**src/rtl/hazard_scoreboard_pkg.sv**
```systemverilog
// Shared types for the pipeline hazard scoreboard: FSM states, the
// load-result marker and the Execute operand forwarding selects.
package hazard_scoreboard_pkg;

    // Hazard control FSM states
    typedef enum logic [1:0] {
        RUN        = 2'b00,
        LOAD_STALL = 2'b01,
        MEM_WAIT   = 2'b10
    } hazard_state_t;

    // result_src_e value that marks the Execute instruction as a load
    localparam logic [1:0] RESULT_SRC_MEMORY = 2'b01;

    // Raw select code produced by forward_select, shared by both operands
    localparam logic [1:0] FWD_SEL_REG = 2'b00;
    localparam logic [1:0] FWD_SEL_WB  = 2'b01;
    localparam logic [1:0] FWD_SEL_MEM = 2'b10;

    // Operand A source select in Execute
    typedef enum logic [1:0] {
        EXECUTE_RD1       = FWD_SEL_REG,
        WRITE_BACK_RESULT = FWD_SEL_WB,
        MEMORY_ALU_RESULT = FWD_SEL_MEM
    } hazard_forward_a_t;

    // Operand B source select in Execute (same encoding as operand A)
    typedef enum logic [1:0] {
        EXECUTE_RD2         = FWD_SEL_REG,
        WRITE_BACK_RESULT_B = FWD_SEL_WB,
        MEMORY_ALU_RESULT_B = FWD_SEL_MEM
    } hazard_forward_b_t;

    // Pipeline-register controls driven by the scoreboard
    typedef struct packed {
        logic stallF;
        logic stallD;
        logic stallE;
        logic stallM;
        logic flushD;
        logic flushE;
    } hazard_ctrl_t;

    // Every stage frozen while the data memory is busy
    localparam hazard_ctrl_t CTRL_MEM_WAIT = '{stallF: 1'b1, stallD: 1'b1, stallE: 1'b1,
                                              stallM: 1'b1, flushD: 1'b0, flushE: 1'b0};
    // Hold Fetch/Decode and push a bubble into Execute
    localparam hazard_ctrl_t CTRL_BUBBLE   = '{stallF: 1'b1, stallD: 1'b1, stallE: 1'b0,
                                              stallM: 1'b0, flushD: 1'b0, flushE: 1'b1};
    // Squash the two wrong-path instructions behind a taken branch
    localparam hazard_ctrl_t CTRL_REDIRECT = '{stallF: 1'b0, stallD: 1'b0, stallE: 1'b0,
                                              stallM: 1'b0, flushD: 1'b1, flushE: 1'b1};

endpackage

```
**src/rtl/hazard_scoreboard_forward_select.sv**
```systemverilog
// One Execute operand source select: the youngest in-flight producer wins,
// and register x0 is never forwarded because it always reads as zero.
module forward_select
    import hazard_scoreboard_pkg::*;
#(
    parameter int REG_ADDR_W = 5
) (
    input  logic [REG_ADDR_W-1:0] rsE,
    input  logic [REG_ADDR_W-1:0] rdM,
    input  logic [REG_ADDR_W-1:0] rdW,
    input  logic                  regWriteM,
    input  logic                  regWriteW,
    output logic [1:0]            fwdSel
);

    logic rsIsZero;

    assign rsIsZero = (rsE == '0);

    // Memory stage result has priority over Writeback (it is younger)
    always_comb begin
        // NOTE: assign a default before any branch so no path leaves fwdSel
        // unassigned, which would otherwise infer a latch.
        fwdSel = FWD_SEL_REG;
        if (!rsIsZero && regWriteM && (rsE == rdM)) begin
            fwdSel = FWD_SEL_MEM;
        end else if (!rsIsZero && regWriteW && (rsE == rdW)) begin
            fwdSel = FWD_SEL_WB;
        end
    end

endmodule

```
**src/rtl/hazard_scoreboard.sv**
```systemverilog
// Hazard scoreboard for a five-stage pipeline: operand forwarding, load-use
// bubbles, data-memory wait stalls, branch flushes and saturating
// stall/flush performance counters.
module hazard_scoreboard
    import hazard_scoreboard_pkg::*;
#(
    parameter int REG_ADDR_W   = 5,
    parameter int LOAD_BUBBLES = 1,
    parameter int CNT_W        = 32
) (
    input  logic                  clk,
    input  logic                  reset,
    input  logic [REG_ADDR_W-1:0] rs1_d,
    input  logic [REG_ADDR_W-1:0] rs2_d,
    input  logic [REG_ADDR_W-1:0] rs1_e,
    input  logic [REG_ADDR_W-1:0] rs2_e,
    input  logic [REG_ADDR_W-1:0] rd_e,
    input  logic [REG_ADDR_W-1:0] rd_m,
    input  logic [REG_ADDR_W-1:0] rd_w,
    input  logic                  reg_write_m,
    input  logic                  reg_write_w,
    input  logic [1:0]            result_src_e,
    input  logic                  pc_src_e,
    input  logic                  mem_busy_m,
    output hazard_forward_a_t     forward_a_e,
    output hazard_forward_b_t     forward_b_e,
    output logic                  stall_f,
    output logic                  stall_d,
    output logic                  stall_e,
    output logic                  stall_m,
    output logic                  flush_d,
    output logic                  flush_e,
    output logic [CNT_W-1:0]      stall_cycles,
    output logic [CNT_W-1:0]      flush_events
);

    // Bubbles still owed after the one inserted in the detecting cycle
    localparam logic [1:0] BUBBLE_RELOAD = 2'(LOAD_BUBBLES - 1);

    hazard_state_t    state;
    hazard_state_t    stateNext;
    logic [1:0]       bcnt;
    logic [1:0]       bcntNext;
    hazard_ctrl_t     ctrl;
    logic             loadUse;
    logic [1:0]       fwdSelA;
    logic [1:0]       fwdSelB;
    logic [CNT_W-1:0] stallCount;
    logic [CNT_W-1:0] flushCount;

    // ------------------------------------------------------------------
    // Forwarding: one selector per Execute source operand
    // ------------------------------------------------------------------
    forward_select #(
        .REG_ADDR_W (REG_ADDR_W)
    ) u_fwd_a (
        .rsE       (rs1_e),
        .rdM       (rd_m),
        .rdW       (rd_w),
        .regWriteM (reg_write_m),
        .regWriteW (reg_write_w),
        .fwdSel    (fwdSelA)
    );

    forward_select #(
        .REG_ADDR_W (REG_ADDR_W)
    ) u_fwd_b (
        .rsE       (rs2_e),
        .rdM       (rd_m),
        .rdW       (rd_w),
        .regWriteM (reg_write_m),
        .regWriteW (reg_write_w),
        .fwdSel    (fwdSelB)
    );

    assign forward_a_e = hazard_forward_a_t'(fwdSelA);
    assign forward_b_e = hazard_forward_b_t'(fwdSelB);

    // A load in Execute whose destination is read by the Decode instruction
    assign loadUse = (result_src_e == RESULT_SRC_MEMORY) && (rd_e != '0)
                   && ((rd_e == rs1_d) || (rd_e == rs2_d));

    // ------------------------------------------------------------------
    // Control FSM
    // ------------------------------------------------------------------

    // State and bubble-counter register with synchronous reset
    always_ff @(posedge clk) begin
        // NOTE: sequential state uses non-blocking assignments so every
        // register samples the pre-edge values regardless of block order.
        if (reset) begin
            state <= RUN;
            bcnt  <= 2'd0;
        end else begin
            state <= stateNext;
            bcnt  <= bcntNext;
        end
    end

    // Next-state selection: memory wait beats branch redirect beats load-use
    always_comb begin
        stateNext = state;
        bcntNext  = bcnt;
        case (state)
            // MEM_WAIT falls back to run rules in the cycle the memory
            // finishes, so that cycle can already redirect or stall.
            RUN, MEM_WAIT: begin
                if (mem_busy_m) begin
                    stateNext = MEM_WAIT;
                    bcntNext  = 2'd0;
                end else if (pc_src_e) begin
                    stateNext = RUN;
                end else if (loadUse && (LOAD_BUBBLES > 1)) begin
                    stateNext = LOAD_STALL;
                    bcntNext  = BUBBLE_RELOAD;
                end else begin
                    stateNext = RUN;
                end
            end
            // A memory stall abandons the remaining bubbles: the load's
            // result will be ready once the memory completes.
            LOAD_STALL: begin
                if (mem_busy_m) begin
                    stateNext = MEM_WAIT;
                    bcntNext  = 2'd0;
                end else if (bcnt <= 2'd1) begin
                    stateNext = RUN;
                    bcntNext  = 2'd0;
                end else begin
                    bcntNext  = bcnt - 2'd1;
                end
            end
            default: begin
                stateNext = RUN;
                bcntNext  = 2'd0;
            end
        endcase
    end

    // Stall/flush decode from the current state and inputs, held low in reset
    always_comb begin
        ctrl = '0;
        if (!reset) begin
            case (state)
                RUN, MEM_WAIT: begin
                    if (mem_busy_m) begin
                        ctrl = CTRL_MEM_WAIT;
                    end else if (pc_src_e) begin
                        // The load is on the wrong path: flushing it is enough
                        ctrl = CTRL_REDIRECT;
                    end else if (loadUse) begin
                        ctrl = CTRL_BUBBLE;
                    end
                end
                LOAD_STALL: begin
                    ctrl = mem_busy_m ? CTRL_MEM_WAIT : CTRL_BUBBLE;
                end
                default: ctrl = '0;
            endcase
        end
    end

    assign stall_f = ctrl.stallF;
    assign stall_d = ctrl.stallD;
    assign stall_e = ctrl.stallE;
    assign stall_m = ctrl.stallM;
    assign flush_d = ctrl.flushD;
    assign flush_e = ctrl.flushE;

    // ------------------------------------------------------------------
    // Performance counters
    // ------------------------------------------------------------------

    // Saturating counts of fetch-stall cycles and Decode flushes
    always_ff @(posedge clk) begin
        if (reset) begin
            stallCount <= '0;
            flushCount <= '0;
        end else begin
            if (ctrl.stallF && (stallCount != '1)) begin
                stallCount <= stallCount + CNT_W'(1);
            end
            if (ctrl.flushD && (flushCount != '1)) begin
                flushCount <= flushCount + CNT_W'(1);
            end
        end
    end

    assign stall_cycles = stallCount;
    assign flush_events = flushCount;

endmodule

```
**config.mk**
```make
export PLATFORM = sky130hd
export DESIGN_NAME = hazard_scoreboard
export DESIGN_NICKNAME = d
export VERILOG_FILES = /design/src/rtl/hazard_scoreboard_pkg.sv /design/src/rtl/hazard_scoreboard_forward_select.sv /design/src/rtl/hazard_scoreboard.sv
export SDC_FILE = /design/constraint.sdc
export NUM_CORES = 1
export LEC_CHECK = 0
export CORE_MARGIN = 1.5
export CORE_UTILIZATION = 25
export CTS_CLUSTER_SIZE = 30
export DETAILED_ROUTE_END_ITERATION = 8
export PLACE_DENSITY = 0.58
export SLEW_MARGIN = 20
export SYNTH_ARGS = -nofsm -noshare
export SYNTH_HDL_FRONTEND = slang
export SYNTH_HIERARCHICAL = 1
export SYNTH_SLANG_ARGS = --single-unit
```
**constraint.sdc**
```tcl
create_clock -name clk -period 2.3 [get_ports clk]
set_clock_uncertainty 0.05 [all_clocks]
set_input_delay 0.46 -clock clk [delete_from_list [all_inputs] [get_ports clk]]
set_output_delay 0.46 -clock clk [all_outputs]
set_load 0.005 [all_outputs]
```
# After elaboration in Yosys (flattened, before gate mapping)
# Index checks and enable logic that the tools add are counted.
# totals
register_bits,68
in_bits,43
word_cells,59
out_inout_bits,74
# classes
order_cmp,1
n_reduce_logical,20
n_mux,18
eq_ne,13
addsub,3
# ops
op,count
$add A32 B1 Y32 const B,2
$ne A32 B32 Y1 const B,2
$eq A5 B5 Y1,6
$mux W6,4
$mux W2,8
$logic_and A1 B1 Y1,12
$pmux W6 S2,1
$logic_not A5 Y1,2
$pmux W2 S2,2
$reduce_bool A5 Y1,1
$eq A2 B1 Y1 const B,2
$mux W4,1
$ne A3 B3 Y1 const B,1
$eq A2 B2 Y1 const B,1
$le A2 B1 Y1 const B,1
$logic_not A1 Y1,2
$logic_not A2 Y1,1
$mux W1,2
$ne A2 B2 Y1 const B,1
$reduce_or A2 Y1,1
$sub A2 B1 Y2 const B,1
$logic_or A1 B1 Y1,1

# Depth between registers and ports, before layout
# depth
word_depth,9
mapped_depth,10
depth_no_buf,8

# Hierarchy
# Netlist, hierarchy kept.
# modules_own_cells
module,area_per_inst_um2,cells_per_inst,seq_area_each_um2,instances
hazard_scoreboard,3482.1,418,1281.2,1
forward_select,138.9,18,0.0,2

# Worst setup path after synthesis
# OpenSTA, ideal clock, no wires.
# synth_path
kind,input to output
from,input rd_e[1]
to,output stall_f
n_path_buf,1
stages,6
arrival_time_ns,1.628
setup_slack_ns,0.162
required_ns,1.790
cell_sequence,or4_1 o21ai_2 o31ai_1 nand2_1 inv_1 buf_4
# synth_via
elab_chain_cells,8
elab_cells_between_ends,11
classes_between,eq/ne: 2; mux: 5; reduce/logical: 4
# synth_lines
element,line_no,source
start: declaration,hazard_scoreboard.sv:17,"input logic [REG_ADDR_W-1:0] rd_e,"
$eq A5 B5 Y1 or $reduce_bool A5 Y1 (tied branches),"hazard_scoreboard.sv:81, hazard_scoreboard.sv:80",
$logic_or A1 B1 Y1 or $logic_and A1 B1 Y1 (tied branches),"hazard_scoreboard.sv:81, hazard_scoreboard.sv:80",
$logic_and A1 B1 Y1 *,hazard_scoreboard.sv:81,&& ((rd_e == rs1_d) || (rd_e == rs2_d));
$mux W6 *,hazard_scoreboard.sv:151,end else if (loadUse) begin
$mux W6 *,hazard_scoreboard.sv:148,end else if (pc_src_e) begin
$mux W6 *,hazard_scoreboard.sv:146,if (mem_busy_m) begin
$pmux W6 S2 *,hazard_scoreboard.sv:144,case (state)
$mux W6 *,hazard_scoreboard.sv:143,if (!reset) begin
end: declaration,hazard_scoreboard.sv:27,"output logic stall_f,"
# Mark *: on every way between the ends. The rest lies on a longest branch, timed or not.

# Worst setup path after layout
# layout_path
from,input rd_m[1]
to,output forward_a_e[1]
# layout_via
elab_chain_cells,3
# layout_lines
element,line_no,source
start: declaration,hazard_scoreboard.sv:18,"input logic [REG_ADDR_W-1:0] rd_m,"
$eq A5 B5 Y1,hazard_scoreboard_forward_select.sv:25,if (!rsIsZero && regWriteM && (rsE == rdM)) begin
$logic_and A1 B1 Y1,hazard_scoreboard_forward_select.sv:25,
$mux W2,hazard_scoreboard_forward_select.sv:25,
end: declaration,hazard_scoreboard.sv:25,"output hazard_forward_a_t forward_a_e,"
# No other way between the ends.

==> metrics.cfg <==
[routing]
vias_per_cell = 4.940
drt_iter0_drc = 282
wl_mm = 11.70
first_pass_iters = 4
ant_nets = 0
vias = 4001
wl_per_cell_um = 14.45
drcViolationCount = 0

[global_routing]
grt_max_degree = 34
grt_use_total = 0.1461
grt_pass1_vias = 3816
grt_first_pass_wirelength_mm = 18.95
antenna_found_initial = 0
grt_overflow = 0

[worst_setup_path]
path_cells = dlygate4sd2_1 -> xor2_1 -> nor4_2 -> and3b_1 -> dlygate4sd2_1
crit_top_cell = dlygate4sd2_1
slowest_delay_ns = 0.39
crit_arrival_ns = 1.75
path_class = input port to output pin
cp-end-kind = output pin
cp.required_ns = 1.79
critPathTopFamily = simple AND/OR/NAND/NOR gates
slowest_stage = nor4_2
cp-start-kind = input port
critPathMaxFanout = 2
crit_buf_inv = 2

[yosys]
synth_top_family_by_area = simple AND/OR/NAND/NOR gates
syn_area_um2 = 3760
synthesis.nets = 499
synthAdderAreaFrac = 0.006656
synthFlopType = dfxtp_1
ys_types = 54
ys_seq_area_frac = 0.3408
synthSimpleGateAreaFrac = 0.3434
synth_xor_area_frac = 0.1281
yosysWarnings = 6
synth_edf_count = 0
syn-instance-count = 454
synth_compound_area_frac = 0.1211
synth_seq_cells = 64
async_reset_ff_frac = 0
muxShareOfSynthArea = 0.01664
avgSynthCellArea_um2 = 8.282

[finish]
final_cell_mix = clkdlybuf4s50_1, dfxtp_1, buf_4
regArea_um2 = 1281
fin_cells = 810
fin_nets = 666
syn2layout_area_growth_pct = 56.37
multi_input_area_um2 = 2430
fin_util = 0.4030
fillers = 1446
final_common_cell = clkdlybuf4s50_1
layout-drive-gt1-share = 0.2045
antenna_cells_inserted = 0

[power_and_ir_drop]
clock_power_share = 0.499
power_leakage_nw = 2.155
power_mw = 2.816
p_sw_uw = 655.8
sequentialPowerShare = 0.396
ir_worst_vdd_uv = 363.5
netSwitchingFraction = 0.2329
p_int_mw = 2.160
combPwrFrac = 0.105
powerDensity_nw_per_um2 = 478.9

[clocking]
clk_root_buffer_cell = clkbuf_16
cts.reportedPaths.clkPinSlew_ns = 0.06
clock_path_buffers = 2
insertion_delay_ns = 0.34
htreeDepth = 3
cts_buffers = 9
cts_sinks = 64
cts_tree = built
hold_buffers = 0

[floorplanning]
die_w_um = 125.6
start_util = 0.2577
rows = 44
fp.dieH_um = 125.6
ioPinCount = 117
dieArea_um2 = 15780
core_area_um2 = 14590

[timing]
clock.fmax_mhz = 442.1
slew_headroom = 0.6822
hold_ws_ns = 0.4532
hold_violations = 0
tightest_slew_ns = 0.4724
setup_viol = 0
min_period_over_period = 0.9835
finalMaxSlewViolations = 0
period_needed_ns = 2.262
worst_slack_ns = 0.03787

[placed_design]
port_buffers = 116
place_congestion = 0.8425
dp.cells = 781
hpwl_mm = 8.426
pre_cts_ws_ns = -0.5524

[run_status]
status = completed

[flow_run]
drv_cap = 0

[worst_hold_path]
min_path_type = flip-flop to flip-flop

[final cells by class]
type                            count  share of cell area
Inverter                           12            0.007661
Sequential cell                    64              0.2179
Multi-Input combinational cell    359              0.4133
Clock buffer                       11             0.04299
Tap cell                          184             0.03916
Timing Repair Buffer              175              0.2696
Clock inverter                      5            0.009364
[power groups by stage]
stage	Clock (mW)	Combinational [mW]	Sequential (mW)
after floorplan	0	0.113	1.14
final	1.40	0.297	1.11
after global routing	1.49	0.318	1.11
after global placement	0	0.269	1.14
after CTS	1.44	0.287	1.11
after detailed placement	0	0.272	1.14
[Yosys cell counts (all sizes together), types with 4 or more instances]
master / count / area (µm²)
xnor2: 39 / 341.6
or3: 19 / 118.9
dfxtp: 64 / 1281
o21ai: 20 / 103.9
nor3: 10 / 50.05
buf: 12 / 91.34
a21oi: 28 / 140.1
nor2: 40 / 157.6
xor2: 16 / 140.1
inv: 12 / 45.04
nor2b: 4 / 25.02
nand3: 21 / 110.1
nor4: 14 / 121.4
nand4: 30 / 224.0
or2: 4 / 25.03
and3: 7 / 43.79
nand2: 43 / 163.9
mux2i: 4 / 40.04
o31ai: 11 / 82.58
or4: 13 / 97.59
clkbuf: 7 / 26.28
and4: 7 / 63.81
[registers in the layout, summed over array words and instances (netlist names)]
| name | flops |
|---|---|
| stall_cycles | 32 |
| flush_events | 32 |
[metal layers]
metal  vias up  track usage  routed length, µm
li1       2012            -                  -
met1      1891       0.1824               5347
met2        85       0.2407               5693
met3        13      0.04376                512
met4         0      0.04813                150
met5         -            0                  0
[repair_timing]
action	in CTS	in global routing
gates cloned	0	1
pin swaps	11	20
setup endpoints to repair	21	33
buffers inserted	10	2
resized for setup	83	26
[metrics by stage]
| stage | instance area (µm²) | setup TNS, ns |
|---|---|---|
| after CTS | 5818 | -0.01022 |
| after global placement | 5399 | -14.35 |
| after detailed placement | 5399 | -14.64 |
| after global routing | 5879 | -0.02084 |
| after floorplan | 3760 | 0 |
| final | 5879 | 0 |
[worst paths after layout]
path | start | to | slack (ns) | depth (start not counted)
setup / recovery | rd_m[1] | forward_a_e[1] | 0.04 | 5
hold / removal | stall_cycles[5]$_SDFFE_PP0P_ | stall_cycles[5]$_SDFFE_PP0P_ | 0.45 | 1
setup reg to reg | stall_cycles[0]$_SDFFE_PP0P_ | stall_cycles[15]$_SDFFE_PP0P_ | 0.11 | 8
hold reg to reg | stall_cycles[5]$_SDFFE_PP0P_ | stall_cycles[5]$_SDFFE_PP0P_ | 0.45 | 1
[cells by family after synthesis]
group | count (synthesis)
xor+xnor | 55
mux | 6
buf+inv | 31
fa+ha+maj | 2
simple gates | 222
compound gates | 74
flops | 64
No activity file was read; power rests on OpenSTA's default activity.
